===== config.mk =====
export PLATFORM = sky130hd
export DESIGN_NAME = mem_arbiter
export DESIGN_NICKNAME = d
export VERILOG_FILES = /design/src/rtl/mem_arbiter.sv
export SDC_FILE = /design/constraint.sdc
export NUM_CORES = 1
export LEC_CHECK = 0
export CAP_MARGIN = 10
export CORE_MARGIN = 2
export CORE_UTILIZATION = 35
export CTS_BUF_LIST = sky130_fd_sc_hd__clkbuf_8
export CTS_CLUSTER_DIAMETER = 40
export DETAILED_ROUTE_END_ITERATION = 10
export GPL_TIMING_DRIVEN = 1
export PLACE_DENSITY_LB_ADDON = 0.12
export SYNTH_ARGS = -nofsm -noshare
export SYNTH_HDL_FRONTEND = slang
export SYNTH_SLANG_ARGS = --single-unit

===== constraint.sdc =====
create_clock -name clk_i -period 3 [get_ports clk_i]
set_input_delay 0.6 -clock clk_i [delete_from_list [all_inputs] [get_ports clk_i]]
set_output_delay 0.6 -clock clk_i [all_outputs]
set_load 0.02 [all_outputs]

===== src/rtl/mem_arbiter.sv =====
// mem_arbiter: shares one variable-latency memory port between instruction
// fetch and load/store. Converts size/address into byte enables and
// lane-aligned data, and stalls the core while an access is outstanding.
// Build option: define MEM_ARB_TIMEOUT_EN to abort accesses that receive no
// acknowledge within MAX_WAIT busy cycles.
`timescale 1ns/1ps
module mem_arbiter #(
   parameter int ADDR_W   = 32,
   parameter int MAX_WAIT = 15
) (
   input  logic              clk_i,
   input  logic              rst_ni,
   input  logic              if_req_i,
   input  logic [ADDR_W-1:0] if_addr_i,
   output logic              if_gnt_o,
   output logic              if_valid_o,
   output logic [31:0]       if_rdata_o,
   input  logic              d_req_i,
   input  logic              d_we_i,
   input  logic [1:0]        d_size_i,
   input  logic [ADDR_W-1:0] d_addr_i,
   input  logic [31:0]       d_wdata_i,
   output logic              d_gnt_o,
   output logic              d_valid_o,
   output logic [31:0]       d_rdata_o,
   output logic              mem_req_o,
   output logic              mem_we_o,
   output logic [ADDR_W-1:0] mem_addr_o,
   output logic [3:0]        mem_be_o,
   output logic [31:0]       mem_wdata_o,
   input  logic              mem_ack_i,
   input  logic [31:0]       mem_rdata_i,
   output logic              stall_o,
   output logic              err_o
);
   typedef enum logic [1:0] {IDLE, IF_BUSY, D_BUSY} state_t;

   state_t      state_q, state_d;
   logic        last_d_q;
   logic        grant_if, grant_d;
   logic        misaligned;
   logic        timeout;
   logic [3:0]  be_d;
   logic [1:0]  offset_q;
   logic        busy;

   assign busy      = (state_q != IDLE);
   assign mem_req_o = busy;

`ifdef MEM_ARB_TIMEOUT_EN
   localparam int WAIT_W = ($clog2(MAX_WAIT + 1) > 4) ? $clog2(MAX_WAIT + 1) : 4;
   logic [WAIT_W-1:0] wait_q;

   // Watchdog: counts busy cycles that pass without an acknowledge
   always_ff @(posedge clk_i or negedge rst_ni) begin
      if (!rst_ni)                   wait_q <= '0;
      else if (grant_if || grant_d)  wait_q <= '0;
      else if (busy && !mem_ack_i)   wait_q <= wait_q + WAIT_W'(1);
   end
`endif

   // Decode access size into lane enables and flag misaligned accesses
   always_comb begin
      be_d       = 4'b0000;
      misaligned = 1'b0;
      case (d_size_i)
         2'd0: be_d = 4'b0001 << d_addr_i[1:0];
         2'd1: begin
            be_d       = 4'b0011 << {d_addr_i[1], 1'b0};
            misaligned = d_addr_i[0];
         end
         2'd2: begin
            be_d       = 4'b1111;
            misaligned = |d_addr_i[1:0];
         end
         default: misaligned = 1'b1;
      endcase
   end

   // Arbitration and next-state: data wins unless it also won last time
   always_comb begin
      state_d  = state_q;
      grant_if = 1'b0;
      grant_d  = 1'b0;
      timeout  = 1'b0;
      case (state_q)
         IDLE: begin
            if (d_req_i && !(if_req_i && last_d_q)) begin
               grant_d = 1'b1;
               if (!misaligned) state_d = D_BUSY;
            end else if (if_req_i) begin
               grant_if = 1'b1;
               state_d  = IF_BUSY;
            end
         end
         IF_BUSY, D_BUSY: begin
            if (mem_ack_i) begin
               state_d = IDLE;
            end
`ifdef MEM_ARB_TIMEOUT_EN
            else if (wait_q == WAIT_W'(MAX_WAIT - 1)) begin
               timeout = 1'b1;
               state_d = IDLE;
            end
`endif
         end
         default: state_d = IDLE;
      endcase
   end

   // Reset gating keeps every output low while rst_ni is asserted
   assign if_gnt_o = rst_ni & grant_if;
   assign d_gnt_o  = rst_ni & grant_d;
   assign stall_o  = rst_ni & ((if_req_i & ~if_valid_o) | (d_req_i & ~d_valid_o));

   // State register and round-robin history
   always_ff @(posedge clk_i or negedge rst_ni) begin
      if (!rst_ni) begin
         state_q  <= IDLE;
         last_d_q <= 1'b0;
      end else begin
         state_q <= state_d;
         if (grant_d)       last_d_q <= 1'b1;
         else if (grant_if) last_d_q <= 1'b0;
      end
   end

   // Latch memory attributes at grant; they stay stable until completion
   always_ff @(posedge clk_i or negedge rst_ni) begin
      if (!rst_ni) begin
         mem_we_o    <= 1'b0;
         mem_addr_o  <= '0;
         mem_be_o    <= 4'b0000;
         mem_wdata_o <= '0;
         offset_q    <= 2'b00;
      end else if (grant_if) begin
         mem_we_o    <= 1'b0;
         mem_addr_o  <= if_addr_i & ~ADDR_W'(3);
         mem_be_o    <= 4'b1111;
         mem_wdata_o <= '0;
         offset_q    <= 2'b00;
      end else if (grant_d && !misaligned) begin
         mem_we_o    <= d_we_i;
         mem_addr_o  <= d_addr_i & ~ADDR_W'(3);
         mem_be_o    <= be_d;
         mem_wdata_o <= d_wdata_i << {d_addr_i[1:0], 3'b000};
         offset_q    <= d_addr_i[1:0];
      end
   end

   // Completion: capture read data and pulse valid/err one cycle later
   always_ff @(posedge clk_i or negedge rst_ni) begin
      if (!rst_ni) begin
         if_valid_o <= 1'b0;
         d_valid_o  <= 1'b0;
         err_o      <= 1'b0;
         if_rdata_o <= '0;
         d_rdata_o  <= '0;
      end else begin
         if_valid_o <= 1'b0;
         d_valid_o  <= 1'b0;
         err_o      <= 1'b0;
         if (state_q == IF_BUSY && (mem_ack_i || timeout)) begin
            if_valid_o <= 1'b1;
            if_rdata_o <= timeout ? '0 : mem_rdata_i;
            err_o      <= timeout;
         end
         if (state_q == D_BUSY && (mem_ack_i || timeout)) begin
            d_valid_o <= 1'b1;
            d_rdata_o <= timeout ? '0 : (mem_rdata_i >> {offset_q, 3'b000});
            err_o     <= timeout;
         end
         if (grant_d && misaligned) begin
            d_valid_o <= 1'b1;
            d_rdata_o <= '0;
            err_o     <= 1'b1;
         end
      end
   end
endmodule


======== Word level (Yosys, flattened, before mapping) ========
Cells that the tools add are included.
word-level totals
  bits in registers ....................... 141
  input bits .............................. 136
  output and inout port bits .............. 140
  word-level logic and storage cells ...... 78
cells by class
  equal/unequal tests ..................... 7
  shifts and indexed selects .............. 4
  muxes and demuxes ....................... 30
  bitwise gates (word level) .............. 8
  reductions and logical operators ........ 17
operators by type and width
  kind                 number
  $mux 32              6
  $shl 32x5->32        1
  $shr 32x5->32        1
  $mux 1               13
  $mux 2               6
  $pmux 4 s3           1
  $mux 4               2
  $reduce_bool 2->1    4
  $logic_and 1x1->1    6
  $ne 3x3->1 const B   2
  $and 1x1->1          5
  $eq 2x1->1 const B   2
  $eq 2x2->1 const B   2
  $logic_not 2->1      2
  $pmux 2 s2           1
  $reduce_or 2->1      2
  $shl 1x2->4 const A  1
  $shl 2x2->4 const A  1
  $pmux 1 s3           1
  $reduce_and 3->1     1
  $logic_not 1->1      2
  $ne 2x2->1 const B   1
  $not 1->1            2
  $or 1x1->1           1

======== Logic depth before layout (Yosys ltp) ========
Gate-level depths: netlist (run 1).
  word-level depth ........................ 8
  gate-level depth with buffers ........... 8
  gate-level depth less buffers ........... 6

======== Worst setup path before layout (run 1) ========
No wires, ideal clock.
  path type ............................... register to output
  start point ............................. reg state_q[0]
  end point ............................... out if_gnt_o
  arrival ................................. 1.520 ns
  required time ........................... 2.400 ns
  slack ................................... 0.880 ns
  stages on the path, launching flop included .. 6
  path buffers ............................ 1
  path through ............................ dfrtp_1 inv_1 ha_1 o211ai_1 clkbuf_1 nor2_1
between the ends
  longest elaborated chain between the ends .. 3
RTL lines
  item                      line  text
  start: declaration        38    state_t state_q, state_d;
  start signal: assignment  122   state_q <= state_d;
  $logic_not 2->1           86    case (state_q)
  $mux 1                    86
  $and 1x1->1               112   assign if_gnt_o = rst_ni & grant_if;
  end: declaration          15    output logic if_gnt_o,
No other way between the ends.

======== Final worst setup path (run 1) ========
  start point ............................. in rst_ni
  end point ............................... out if_gnt_o
between the ends
  longest elaborated chain between the ends .. 1
RTL lines
  item                line  text
  start: declaration  12    input logic rst_ni,
  $and 1x1->1         112
No other way between the ends.

==> run_results.csv, run 1 <==
group,metric,value,unit
outcome,status,"completed",
setup_path,critPathKind,"in2out",
floorplan,die_area,0.0201,sq mm
setup_path,cp_slowest_cell,"clkdlybuf4s50_1",
global_routing,grt.overflow.total,0,
clocking,clkTransAtPathRegs,0.08,ns
clocking,htree_levels,4,
synthesis,yosys_most_used_dff,"dfrtp_1",
timing,worst_slack,0.149,ns
timing,relSlewSlack,37.7,%
global_routing,antenna_found_initial,0,
synthesis,ys_types,48,
synthesis,synth_area,0.00663,sq mm
timing,finalSetupTns,0,ns
global_routing,track_usage,20.2,%
synthesis,synth_top_cells_by_area,"dfrtp_1 52%, mux2i_1 9.4%, mux2_2 6.8%",
floorplan,initial_utilization,35.6,%
synthesis,async_flop_share,100,%
synthesis,ys_warn_count,0,
clocking,numClockSinks,139,
synthesis,synth_top_cell_by_area,"dfrtp_1",
timing,tightest_slew,0.935,ns
worst_hold_path,hp-class,"reg2reg",
power_and_ir_drop,p_per_area,979,mW/mm^2
drt,drc_errors,0,
cells_and_area,diodes,0,
job,maxCapViolCount,0,
clocking,cts_buffers,17,
setup_path,worst_setup_path_start_kind,"input port",
global_routing,grt_pass1_wl,31300,um
cells_and_area,syn_to_final_growth,50.1,%
drt,dr.pass1.iters,4,
global_routing,grt_max_degree,72,
floorplan,top_level_ports,276,
setup_path,critical_path.cell_chain,"dlygate4sd3_1, buf_6, inv_1, nor2_1, clkdlybuf4s50_1",
drt,drtAntennaViolNets,0,
timing,fin_hold_ws,0.495,ns
clocking,cts_tree,"built",
floorplan,core_area,0.0186,sq mm
timing,finalCritPeriodShare,95.0,%
setup_path,cp_max_fo,26,
cells_and_area,post-route-util,53.4,%
floorplan,core.rowCount,50,
synthesis,synth-edff-count,0,
power_and_ir_drop,leakagePower,4.12,nW
timing,drv_slew,0,
setup_path,crit_arrival,2.25,ns
global_routing,first_global_vias,5745,
timing,setup_violations,0,
timing,layout_min_cycle_time,2.85,ns
synthesis,syn_area_per_cell,11.7,sq um
timing,rsz0062_at_grt,"false",
timing,max_freq,0.351,GHz
clocking,root_buffer,"clkbuf_8",
clocking,cts_max_path_buffers,2,
power_and_ir_drop,power,9.75,mW
clocking,clk_latency,0.46,ns
drt,drt_iter0_drc,248,
placement,dp_slack,0.172,ns
synthesis,ys_ff_latch,139,
setup_path,slowest_delay,0.63,ns
cells_and_area,drive_gt1_share,13.2,%
clocking,cts_resized,0,
synthesis,yosys.area.top_type_share,52.4,%
timing,hold_viol_final,0,
drt,via_count,5525,
cells_and_area,fill_cells,1628,
placement,place_congestion,0.845,
synthesis,synthMostInstantiatedCell,"dfrtp_1",
power_and_ir_drop,max-vdd-ir-drop,0.477,mV
floorplan,fp.dieW,142,um
placement,hpwl,14900,um
cells_and_area,final_nets,974,
drt,drt-total-wl,20500,um
floorplan,die_y,142,um
drt,avgViaCountPerCell,5.11,
setup_path,crit_path_end_kind,"output port",
drt,wl_per_cell,18.9,um
synthesis,synth_cells,569,
synthesis,ys_top_cells_by_count,"139 x dfrtp_1, 62 x mux2i_1, 48 x nand2_1",
placement,port_buffers,271,
timing,clock_skew,0.0150,ns
synthesis,seq_area_frac_synth,52.4,%
setup_path,cp_data_required_time,2.40,ns
[per-stage QoR]
| stage | std cells | instance area [sq um] |
|---|---|---|
| 2_1_floorplan | 570 | 6640 |
| 3_3_place_gp | 1049 | 9550 |
| 3_5_place_dp | 1049 | 9550 |
| 4_1_cts | 1082 | 9960 |
| 5_1_grt | 1082 | 9960 |
| 6_report | 1082 | 9960 |
[cell type report]
type / instances / area (sq um) / share of cell area, %
clock inverter: 13 / 131 / 1.32
tap: 234 / 293 / 2.94
inverter: 11 / 41.3 / 0.415
sequential: 139 / 3480 / 34.9
multi-input combinational: 373 / 2850 / 28.6
clock buffer: 19 / 262 / 2.63
timing repair buffer: 293 / 2900 / 29.1
[registers in the layout (all words and copies together) (netlist names)]
signal,flops
state_q,2
mem_we_o,1
offset_q,2
if_valid_o,1
last_d_q,1
mem_wdata_o,32
mem_addr_o,30
d_valid_o,1
if_rdata_o,32
mem_be_o,4
err_o,1
d_rdata_o,32
[cells by family (layout without fill, tap and decap cells)]
family                     Yosys count  count (layout)  share of synthesized area [%]
adders and majority gates            3               3                          0.566
AOI/OAI and AO/OA                  153             153                           17.8
buffers and inverters               58             336                           4.79
and+or+nand+nor                    113             113                           8.19
muxes                              102             102                           16.1
DFF                                139             139                           52.4
other                                1               2                         0.0565
[per-layer routing]
layer	up-vias	routed length (um)	GRT usage [%]
li1	2596	-	-
met1	2714	8460	24.3
met2	194	10200	34.6
met3	21	1580	7.32
met4	0	257	4.84
met5	-	0	0
[what timing repair did]
| item | CTS | global route |
|---|---|---|
| buffers inserted | 0 | 0 |
| endpoints found under the hold margin | 23 | 0 |
| hold buffers | 1 | 0 |
[placed cells by master (no fill, tap or decap), types with 2 or more instances in the layout]
cell and instances:
and2_1 2, nor2_2 2, clkbuf_8 19, conb_1 2, nand3_1 32, clkinvlp_4 5, ha_1 3, nand2_1 48
a2111oi_4 2, o2bb2ai_1 21, o41ai_2 2, mux2i_1 62, o21ai_0 17, dfrtp_1 139, mux2_2 40, inv_1 10
a21oi_2 2, o211ai_1 9, nor2_1 10, a32o_1 8, o22ai_1 2, o21ai_1 25, nor2b_1 11, buf_4 19
a21oi_1 18, a22o_1 28, a2111oi_0 3, buf_12 2, a211o_1 8, clkdlybuf4s50_1 269, inv_6 6
[where the power goes]
part | total (mW) | switching [mW] | internal (mW)
clock network | 1.51 | 0.793 | 0.719
registers | 3.14 | 0.462 | 2.68
logic | 5.10 | 2.63 | 2.47
total | 9.75 | 3.89 | 5.86
[final timing paths]
check	from	to	cells past startpoint	slack [ns]
setup / recovery	rst_ni	if_gnt_o	5	0.15
hold / removal	d_rdata_o[19]$_DFFE_PN0P_	d_rdata_o[19]$_DFFE_PN0P_	1	0.49
setup reg to reg	state_q[0]$_DFFE_PN0P_	mem_wdata_o[23]$_DFFE_PN0P_	8	0.76
hold reg to reg	d_rdata_o[19]$_DFFE_PN0P_	d_rdata_o[19]$_DFFE_PN0P_	1	0.49
max in group asynchronous	rst_ni	mem_addr_o[29]$_DFFE_PN0P_	4	0.69
min in group asynchronous	rst_ni	last_d_q$_DFFE_PN0P_	2	0.58
[critical path, delay by kind of cell]
kind,cells,cell delay (ns)
buffers and inverters,4,1.52
AND/OR/NAND/NOR,1,0.11
No activity file was read; power rests on OpenSTA's default activity.
==> run 2: changes to the inputs <==
--- a/config.mk
+++ b/config.mk
@@ -11,7 +11,7 @@
 export CTS_BUF_LIST = sky130_fd_sc_hd__clkbuf_8
 export CTS_CLUSTER_DIAMETER = 40
 export DETAILED_ROUTE_END_ITERATION = 10
-export GPL_TIMING_DRIVEN = 1
+export GPL_TIMING_DRIVEN = 0
 export PLACE_DENSITY_LB_ADDON = 0.12
 export SYNTH_ARGS = -nofsm -noshare
 export SYNTH_HDL_FRONTEND = slang
==> constraint.sdc (replaced) <==
create_clock -name clk_i -period 3 [get_ports clk_i]
set_input_delay 0.45 -clock clk_i [delete_from_list [all_inputs] [get_ports clk_i]]
set_output_delay 0.45 -clock clk_i [all_outputs]
set_load 0.02 [all_outputs]
==> run 2 against run 1 <==
  * The flow now finishes with violations (hold timing)
  * Cell count grew 2.2%
  * Routed wire length grew 7.9%
  * Clock skew grew 0.00062 ns
  * Critical path depth grew 1
  * Clock power grew 9%
  * Register-to-register slack gained 0.17 ns
  * Combinational power grew 3%
  * Sequential share of layout area shrank 0.41 points
  * Sequential power is essentially flat
  * Highest routed layer unchanged
==> run_results.csv, run 2 (same netlist as run 1, synthesis figures left out) <==
group,metric,value,unit
outcome,status,"finished with violations",
outcome,violations,"hold timing",
timing,layout_min_cycle_time,2.85,ns
timing,setup_violations,0,
drt,highest_layer,"met4",
floorplan,initial_utilization,35.6,%
cells_and_area,final-seq-area,0.00348,sq mm
drt,wl_met1,9220,um
global_routing,grt_max_degree,73,
cells_and_area,final_cell_mix,"267 x clkdlybuf4s50_1, 139 x dfrtp_1, 62 x mux2i_1",
setup_path,cp_data_required_time,2.55,ns
clocking,htree_levels,4,
drt,drc_errors,0,
clocking,cts_hold_buf,0,
clocking,cts_buffers,17,
floorplan,fp.dieW,142,um
global_routing,track_usage,21.7,%
placement,dp_cells,1073,
clocking,clkTransAtPathRegs,0.08,ns
timing,finalCritPeriodShare,95.1,%
placement,place_congestion,0.866,
timing,finalSetupTns,0,ns
cells_and_area,layout_commonest_cell,"clkdlybuf4s50_1",
global_routing,antenna_found_initial,0,
setup_path,worst_setup_path_start_kind,"register",
timing,fin_hold_ws,-0.00293,ns
placement,port_buffers,268,
setup_path,crit_path_end_kind,"output port",
cells_and_area,final_nets,998,
power_and_ir_drop,p_per_area,997,mW/mm^2
worst_hold_path,hp-class,"in2async",
drt,drt_iter0_drc,292,
clocking,root_buffer,"clkbuf_8",
cells_and_area,multi_input_area,0.00284,sq mm
setup_path,critPathKind,"reg2out",
cells_and_area,syn_to_final_growth,51.9,%
timing,worst_slack,0.147,ns
cells_and_area,drive_gt1_share,13.6,%
drt,dr.pass1.iters,4,
drt,via_count,5731,
drt,met2_length,10900,um
clocking,numClockSinks,139,
cells_and_area,reg_top3,"d_rdata_o: 32 flops, if_rdata_o: 32 flops, mem_wdata_o: 32 flops",
clocking,clk_latency,0.45,ns
timing,tightest_slew,0.755,ns
timing,relSlewSlack,49.6,%
drt,drt-total-wl,22100,um
floorplan,die_y,142,um
power_and_ir_drop,max-vdd-ir-drop,0.622,mV
cells_and_area,diodes,0,
placement,hpwl,16600,um
floorplan,core.rowCount,50,
timing,max_freq,0.350,GHz
timing,hold_viol_final,5,
floorplan,core_area,0.0186,sq mm
job,maxCapViolCount,0,
global_routing,grt_pass1_wl,33400,um
drt,drtAntennaViolNets,0,
drt,wl_per_cell,19.9,um
global_routing,first_global_vias,5926,
placement,dp_slack,-0.108,ns
setup_path,crit_arrival,2.40,ns
floorplan,top_level_ports,276,
setup_path,cp_max_fo,10,
timing,rsz0062_at_grt,"false",
global_routing,grt.overflow.total,0,
timing,clock_skew,0.0156,ns
timing,drv_slew,0,
clocking,cts_tree,"built",
drt,wl_met3,1680,um
clocking,cts_max_path_buffers,2,
cells_and_area,fill_cells,1627,
drt,avgViaCountPerCell,5.18,
floorplan,die_area,0.0201,sq mm
cells_and_area,fin_cells,1106,
power_and_ir_drop,leakagePower,4.20,nW
-- run 2: changes by cell type in the layout (fill, tap and decap cells not counted), moves of 4 or more --
cell,change
buf_2,+12
buf_6,+6
buf_4,-14
clkbuf_1,+16
buf_1,+4
-- run 2: path summary, 6_finish.rpt --
| path | startpoint | endpoint | slack (ns) | cells past startpoint |
|---|---|---|---|---|
| setup reg to reg | state_q[0]$_DFFE_PN0P_ | d_rdata_o[30]$_DFFE_PN0P_ | 0.93 | 7 |
| hold / removal | rst_ni | mem_wdata_o[2]$_DFFE_PN0P_ | -0.003 | 1 |
| min in group clk_i | d_size_i[0] | mem_be_o[1]$_DFFE_PN0P_ | 0.42 | 3 |
| hold reg to reg | mem_wdata_o[8]$_DFFE_PN0P_ | mem_wdata_o[8]$_DFFE_PN0P_ | 0.50 | 1 |
| max in group asynchronous | rst_ni | d_rdata_o[23]$_DFFE_PN0P_ | 2.19 | 2 |
| setup / recovery | state_q[0]$_DFFE_PN0P_ | if_gnt_o | 0.15 | 6 |
-- run 2: through the flow --
stage | hold WS [ns] | total power, mW | util [%] | area (sq um)
2_1_floorplan | 0.154 | 5.96 | - | 6640
3_5_place_dp | 0.476 | 8.44 | 51.7 | 9640
6_report | -0.00293 | 10.0 | 54.0 | 10100
3_3_place_gp | 0.472 | 8.34 | 51.6 | 9610
5_1_grt | 0.0151 | 10.6 | 54.0 | 10100
4_1_cts | 0.000440 | 10.1 | 54.0 | 10100
-- run 2: timing repair --
| item | CTS | global route |
|---|---|---|
| resized for setup | 1 | 2 |
| buffers inserted | 1 | 0 |
| pin swaps | 1 | 0 |
| endpoints found under the setup margin | 1 | 1 |
-- run 2: layout make-up --
| type | instances | area share (%) |
|---|---|---|
| plain buffers | 47 | 2.76 |
| clock buffers | 17 | 2.32 |
| clock inverters | 15 | 1.86 |
| inverters | 11 | 0.410 |
| multi-input cells | 373 | 28.2 |
| flip-flops and latches | 139 | 34.5 |
| well taps | 234 | 2.91 |
| repair buffers | 270 | 27.0 |
-- run 2: critical path, stage by stage, from the launching register on --
cell and delay, ns:
dfrtp_1 0.41, inv_1 0.12, ha_2 0.29, o211ai_1 0.18, clkbuf_2 0.24, nor2_1 0.12
clkdlybuf4s50_1 0.61
-- run 2: routing by layer --
| layer | global-route usage, % | vias up |
|---|---|---|
| li1 | - | 2654 |
| met1 | 27.2 | 2851 |
| met2 | 36.6 | 208 |
| met3 | 7.02 | 18 |
| met4 | 5.21 | 0 |
| met5 | 0 | - |
-- run 2: where the power goes --
part           total [mW]  internal (mW)  switching (mW)
Combinational        5.27           2.52            2.75
Sequential           3.13           2.68           0.448
Clock                1.65          0.841           0.807
Total                10.0           6.04            4.00
==> run 3: changes to the inputs <==
--- a/config.mk
+++ b/config.mk
@@ -5,6 +5,7 @@
 export SDC_FILE = /design/constraint.sdc
 export NUM_CORES = 1
 export LEC_CHECK = 0
+export ABC_CLOCK_PERIOD_IN_PS = 3000
 export CAP_MARGIN = 10
 export CORE_MARGIN = 2
 export CORE_UTILIZATION = 35
==> results of run 3 <==
The final DEF is identical to that of run 2; final timing and power are the same.
==> RTL change (flow settings as in run 2) <==
Encoding of `state_t`: now one-hot (3 bits for 3 states).
--- a/src/rtl/mem_arbiter.sv
+++ b/src/rtl/mem_arbiter.sv
@@ -35,3 +35,3 @@
 );
-   typedef enum logic [1:0] {IDLE, IF_BUSY, D_BUSY} state_t;
+   typedef enum logic [2:0] {IDLE = 3'b001, IF_BUSY = 3'b010, D_BUSY = 3'b100} state_t;
 
Check against the original RTL: same outputs for any inputs over 4 cycles, from zero or initial values and one cycle with rst_ni low; so few cycles prove little.
==> RTL change against run 2 <==
Synthesized area shrank 0.70%. Sequential cell count up 1. Design area increased by 0.79%. Register-to-register slack is essentially flat. Routed wire length rose by 4.4%. Clock power is essentially flat. Worst setup slack better by 0.067 ns. Total power shrank 2.8%. Core utilization increased by 0.61 points. Highest routed layer unchanged.
==> RTL change: results <==
group,metric,value,unit
outcome,status,"completed",
sta,hold_viol,0,
power_and_ir_drop,p_total,9.758,mW
global_route,grt_util_met2,37.76,%
cells_and_area,drive_gt1_share,12.83,%
synth,ys_seq_area_share,53.20,%
cells_and_area,final_cell_area,10150,um^2
cells_and_area,nNetsFinal,1098,
placement,dp_hpwl,16.95,mm
cells_and_area,clock_area_share,4.115,%
die,core-area,18580,um^2
sta,worst_hold_slack,0.5064,ns
cells_and_area,fillers,1738,
placement,pre_cts_ws,-0.2109,ns
min_path,min_path_type,"flop to flop",
placement,gp_congestion,0.8555,
cells_and_area,register_area,3505,um^2
routing,m1WireLength,9.819,mm
critical_path,slowest_stage,"dfstp_2",
sta,fmax,0.3590,GHz
cells_and_area,multi_input_area_share,27.69,%
critical_path,reg2reg_to,"mem_wdata_o[6]",
placement,post_dp_cell_area,9625,um^2
synth,ys_top_cells_by_area,"dfrtp_1 (53%), mux2_2 (8.2%), a21oi_1 (7.9%)",
routing,vias,6204,
cells_and_area,signal_buffers,334,
power_and_ir_drop,pg_comb,4.97,mW
global_route,grt_use_met3,7.813,%
sta,finalClockSkew,0.01165,ns
cells_and_area,area_share_nonclk_buffers,30.69,%
placement,portBuffers,271,
power_and_ir_drop,swShare,39.56,%
synth,yosys-top-cells-count,"dfrtp_1 (139), a21oi_1 (104), nor2_1 (79)",
routing,post_drt_wl_per_cell,19.07,um
critical_path,r2r_start,"state_q[0]",
sta,slew-limit-headroom,54.08,%
synth,ys_seq_elements,140,
global_route,gr-usage-all-layers,23.24,%
[RTL change: changes by cell type in the layout (fill, tap and decap cells not counted), moves of 12 or more]
| cell | run 2 | this run |
|---|---|---|
| a21oi_1 | 18 | 104 |
| a22o_1 | 28 | 0 |
| buf_2 | 13 | 25 |
| mux2i_1 | 62 | 32 |
| nand2_1 | 48 | 66 |
| nor2_1 | 10 | 79 |
| nor3_1 | 1 | 18 |
| o21ai_1 | 25 | 4 |
| o2bb2ai_1 | 21 | 0 |
[RTL change: kinds of logic after synthesis]
| logic type | synth area share (%) |
|---|---|
| AO/OA/AOI/OAI | 14.78 |
| other | 0.05693 |
| flip-flops | 53.20 |
| AND/OR/NAND/NOR | 14.64 |
| buffers and inverters | 4.254 |
| multiplexers | 13.07 |
[RTL change: what timing repair did]
action / CTS / global route
gates cloned: 0 / 1
hold buffers: 4 / 0
setup endpoints to repair: 1 / 2
endpoints found under the hold margin: 36 / 0
pin swaps: 0 / 0
resized for setup: 3 / 1
setup buffers: 1 / 0
